--- src/rtl/sched_pkg.sv ---
// sched_pkg: shared FSM state type and default sizing for the slot scheduler
package sched_pkg;
    typedef enum logic [1:0] {IDLE, SCAN, GRANT} state_t;
    localparam int SCHED_N = 16;
    localparam int SCHED_MAXHOLD = 8;
endpackage

--- src/rtl/hold_timer.sv ---
// hold_timer: per-grant hold counter, tc flags the last permitted grant cycle
module hold_timer import sched_pkg::*; #(
    parameter int MAXHOLD = SCHED_MAXHOLD
) (
    input  logic CLK,
    input  logic R,
    input  logic clear,
    input  logic inc,
    output logic tc
);
    localparam int CW = (MAXHOLD > 1) ? $clog2(MAXHOLD) : 1;
    logic [CW-1:0] cnt_q, cnt_d;
    always_comb cnt_d = clear ? '0 : inc ? cnt_q + CW'(1) : cnt_q;
    always_ff @(posedge CLK or negedge R)
        if (!R) cnt_q <= '0;
        else    cnt_q <= cnt_d;
    assign tc = cnt_q == CW'(MAXHOLD - 1);
endmodule

--- src/rtl/onehot_slot_scheduler.sv ---
// onehot_slot_scheduler: rotating one-hot token arbiter with bounded grant length
module onehot_slot_scheduler import sched_pkg::*; #(
    parameter int N       = SCHED_N,
    parameter int MAXHOLD = SCHED_MAXHOLD
) (
    input  logic         CLK,
    input  logic         R,
    input  logic         EN,
    input  logic [N-1:0] REQ,
    input  logic         DONE,
    output logic [N-1:0] GNT,
    output logic [N-1:0] SLOT,
    output logic [N-1:0] MASK,
    output logic         BUSY,
    output logic         TIMEOUT
);
    state_t state_q, state_d;
    logic [N-1:0] slot_q, slot_d, gnt_q, gnt_d, slot_rot;
    logic busy_q, busy_d, to_q, to_d;
    logic hit, rel, tc, clr, inc;
    assign slot_rot = {slot_q[N-2:0], slot_q[N-1]};
    assign hit = |(REQ & slot_q);
    assign rel = DONE || !(|(REQ & gnt_q));
    hold_timer #(.MAXHOLD(MAXHOLD)) u_hold (
        .CLK(CLK), .R(R), .clear(clr), .inc(inc), .tc(tc)
    );
    // release outranks the terminal count, so TIMEOUT only fires on a forced end
    always_comb begin
        state_d = state_q;
        slot_d  = slot_q;
        gnt_d   = gnt_q;
        busy_d  = busy_q;
        to_d    = 1'b0;
        clr     = 1'b0;
        inc     = 1'b0;
        unique case (state_q)
            IDLE: begin
                gnt_d  = '0;
                busy_d = 1'b0;
                if (EN) state_d = SCAN;
            end
            SCAN: begin
                if (!EN) state_d = IDLE;
                else if (hit) begin
                    gnt_d   = slot_q;
                    busy_d  = 1'b1;
                    clr     = 1'b1;
                    state_d = GRANT;
                end else slot_d = slot_rot;
            end
            GRANT: begin
                if (rel || tc) begin
                    gnt_d   = '0;
                    busy_d  = 1'b0;
                    slot_d  = slot_rot;
                    to_d    = !rel;
                    state_d = EN ? SCAN : IDLE;
                end else inc = 1'b1;
            end
            default: state_d = IDLE;
        endcase
    end
    always_ff @(posedge CLK or negedge R)
        if (!R) begin
            state_q <= IDLE;
            slot_q  <= N'(1);
            gnt_q   <= '0;
            busy_q  <= 1'b0;
            to_q    <= 1'b0;
        end else begin
            state_q <= state_d;
            slot_q  <= slot_d;
            gnt_q   <= gnt_d;
            busy_q  <= busy_d;
            to_q    <= to_d;
        end
    assign GNT     = gnt_q;
    assign SLOT    = slot_q;
    assign MASK    = slot_q - N'(1);
    assign BUSY    = busy_q;
    assign TIMEOUT = to_q;
endmodule

--- config.mk ---
export PLATFORM = sky130hd
export DESIGN_NAME = onehot_slot_scheduler
export DESIGN_NICKNAME = d
export VERILOG_FILES = /design/src/rtl/sched_pkg.sv /design/src/rtl/hold_timer.sv /design/src/rtl/onehot_slot_scheduler.sv
export SDC_FILE = /design/constraint.sdc
export NUM_CORES = 1
export LEC_CHECK = 0
export CORE_AREA = 2 2 79 62
export CTS_CLUSTER_DIAMETER = 80
export CTS_CLUSTER_SIZE = 10
export DETAILED_ROUTE_END_ITERATION = 8
export DIE_AREA = 0 0 81 64
export PLACE_DENSITY = 0.85
export SLEW_MARGIN = 20
export SYNTH_ARGS = -nofsm -noshare
export SYNTH_HDL_FRONTEND = slang
export SYNTH_SLANG_ARGS = --single-unit
--- constraint.sdc ---
create_clock -name CLK -period 5.96 [get_ports CLK]
set_clock_uncertainty 0.05 [all_clocks]
set_input_delay 0.894 -clock CLK [delete_from_list [all_inputs] [get_ports CLK]]
set_output_delay 0.894 -clock CLK [all_outputs]
set_load 0.005 [all_outputs]
==> flow_metrics.py <==
metrics = {
    "timing": {
        "hold_viol_final": 0,
        "worstMarginPinSlew_ps": 1071,
        "slew_viol_final": 0,
        "finalCritPeriodShare_pct": 57.56,
        "fin_setup_tns_ps": 0,
        "rsz0062_at_grt": "false",
        "fin_crit_ps": 3431,
        "finalSetupViolCount": 0,
        "slew_headroom_pct": 28.37,
        "max_freq_mhz": 291.5,
    },
    "cells_and_area": {
        "final_util_pct": 66.55,
        "regArea_um2": 977.2,
        "syn_to_final_growth_pct": 34.10,
        "antennaDiodeCount": 0,
        "layout.cells.non_filler": 316,
        "drive_gt1_share_pct": 10.42,
        "fill_cells": 354,
        "nets": 281,
        "final_cell_mix": "clkdlybuf4s50_1 (68), dfrtp_1 (38), nand2_1 (22), inv_1 (20), mux2i_1 (19)",
        "multiInputGateArea_mm2": 0.001012,
        "layout_commonest_cell": "clkdlybuf4s50_1",
    },
    "setup_path": {
        "crit_type": "reg -> out",
        "worstPathMaxFanout": 9,
        "cp.required_ps": 5020,
        "start_kind": "flip-flop",
        "worst_setup_path_end_kind": "primary output",
        "cp.arrival_ps": 2490,
    },
    "pwr": {
        "pwr-share-clk_pct": 8.7,
        "comb_power_share_pct": 67.9,
        "swShare_pct": 37.65,
        "power_density_mw_per_mm2": 680.3,
        "irDropWorstVdd_uv": 524.7,
        "p_switching_uw": 743.5,
        "p_int_mw": 1.231,
        "power_frac_seq_pct": 23.4,
        "leakage_nw": 1.267,
    },
    "floorplanning": {
        "initial_utilization_pct": 49.63,
        "die_w_um": 81,
        "io_pins": 70,
        "core_mm2": 0.004362,
        "dieArea_mm2": 0.005184,
        "rows": 21,
        "fp.dieH_um": 64,
    },
    "global_routing": {
        "grt_max_degree": 40,
        "antenna_found_initial": 0,
        "grt_util_all_layers_pct": 22.40,
        "grt_first_pass_wirelength_mm": 8.631,
        "overflow": 0,
        "grt_pass1_vias": 1685,
    },
    "drt": {
        "ant_nets": 0,
        "vias": 1728,
        "drt_iter0_drc": 118,
        "drc_errors": 0,
        "firstDrtPassIters": 4,
        "via_per_inst": 5.468,
        "routed_wl_mm": 5.433,
        "wl_per_cell_um": 17.19,
    },
    "synth": {
        "syn_area_per_cell_um2": 11.22,
        "postSynthCellCount": 193,
        "synth-seq-cells": 39,
        "yosys.cell_types.count": 35,
        "ys_seq_area_share_pct": 45.14,
        "ys_warn_count": 0,
        "netlist_area_mm2": 0.002165,
        "syn_nets": 216,
    },
    "cts": {
        "clockRootBuffer": "clkbuf_8",
        "cts-buffers-inserted": 5,
        "post_cts_resized": 0,
        "tritoncts": "done",
        "cts.clk_slew.worst_paths_ps": 70,
        "clk_latency_ps": 300,
        "cts.sinks": 39,
        "cts.htree.levels": 2,
        "hold_buffers": 0,
        "post_cts_buffers": 0,
        "ctsLongestPathBuffers": 2,
    },
    "job": {
        "cap_violations": 0,
    },
    "placement": {
        "placed_cells": 308,
        "io_buffers": 69,
        "gp_congestion": 0.8998,
        "hpwl_mm": 4.000,
    },
    "outcome": {
        "outcome": "finished clean",
    },
    "hold_path": {
        "holdCritPathClass": "reg -> reg",
    },
}
==> power by group through the flow <==
| stage | Sequential (mW) | Combinational, mW | Clock (mW) |
|---|---|---|---|
| global placement | 0.467 | 1.34 | 0 |
| floorplan | 0.405 | 0.786 | 0 |
| global route | 0.475 | 1.45 | 0.190 |
| finish | 0.462 | 1.34 | 0.172 |
| CTS | 0.462 | 1.36 | 0.175 |
| detailed placement | 0.467 | 1.35 | 0 |
==> critical path: stages, from the launching register on <==
cell	delay [ps]
dfrtp_1	520
nor2_1	200
nand4b_1	200
nor2_1	170
nand2_1	120
nor4_1	270
xor2_1	190
clkdlybuf4s50_1	520
==> state kept, by name, summed over array words and instances, names as in the netlist <==
signal,flops
u_hold.cnt_q,3
TIMEOUT,1
state_q,2
BUSY,1
GNT,16
SLOT,16
==> Yosys cell counts (all sizes together) <==
cell type	n	area [µm²]
a211oi	1	7.510
a21o	1	7.510
a221oi	9	96.35
a22o	8	70.07
and2b	1	7.510
and4	2	17.52
buf	8	88.83
clkbuf	3	11.26
dfrtp	38	950.9
dfstp	1	26.28
ha	3	37.54
inv	20	75.07
mux2	15	202.7
mux2i	19	190.2
nand2	23	88.84
nand2b	1	6.260
nand3	1	5.000
nand3b	1	7.510
nand4b	1	8.760
nor2	8	30.03
nor3	6	30.03
nor4	4	40.04
nor4b	1	8.760
o21ai	1	5.000
or2	1	6.260
or4	1	7.510
xnor2	6	52.55
xor2	9	78.83
==> per-layer routing <==
| layer | global-route usage, % | routed length, µm | vias to the layer above |
|---|---|---|---|
| met5 | 0 | 0 | - |
| met3 | 4.661 | 396 | 12 |
| li1 | - | - | 803 |
| met2 | 34.19 | 2546 | 72 |
| met4 | 8.686 | 97 | 0 |
| met1 | 31.23 | 2393 | 841 |
==> metrics by stage <==
step	setup slack (ps)	instance area [µm²]	total power, mW	hold WS [ps]
4_1_cts	2541	2903	1.997	451.4
3_3_place_gp	2329	2821	1.802	427.0
5_1_grt	2331	2903	2.115	468.1
3_5_place_dp	2276	2821	1.817	432.1
6_report	2529	2903	1.975	439.7
2_1_floorplan	3287	2165	1.191	401.2
==> cell families (layout without fill, tap and decap cells) <==
| kind of cell | Yosys count | after routing | synth area share [%] |
|---|---|---|---|
| AO/OA/AOI/OAI | 20 | 20 | 8.613 |
| buffers and inverters | 31 | 97 | 8.092 |
| flip-flops | 39 | 39 | 45.14 |
| AND/OR/NAND/NOR | 51 | 51 | 12.20 |
| multiplexers | 34 | 34 | 18.15 |
| XOR/XNOR | 15 | 15 | 6.070 |
| adder cells (fa/ha/maj) | 3 | 3 | 1.734 |
==> worst paths after layout <==
kind                                     startpoint                           to  slack (ps)  depth (start not counted)
worst max-delay path            SLOT[2]$_DFFE_PN0P_                     MASK[13]        2530                          7
worst min-delay path               BUSY$_DFFE_PN0P_             BUSY$_DFFE_PN0P_         440                          1
worst max register to register  SLOT[7]$_DFFE_PN0P_         SLOT[13]$_DFFE_PN0P_        3060                          6
worst min register to register     BUSY$_DFFE_PN0P_             BUSY$_DFFE_PN0P_         440                          1
max in group asynchronous                         R  u_hold.cnt_q[0]$_DFFE_PN0P_        4670                          1
min in group asynchronous                         R          SLOT[5]$_DFFE_PN0P_         650                          1
==> area by class of cell <==
type / instances / share of cell area [%]
repair buffers: 69 / 23.62
clock inverters: 1 / 0.1724
clock buffers: 7 / 2.629
well taps: 57 / 2.457
multi-input cells: 123 / 34.87
flip-flops and latches: 39 / 33.66
inverters: 20 / 2.586
No activity file was read; power rests on OpenSTA's default activity.
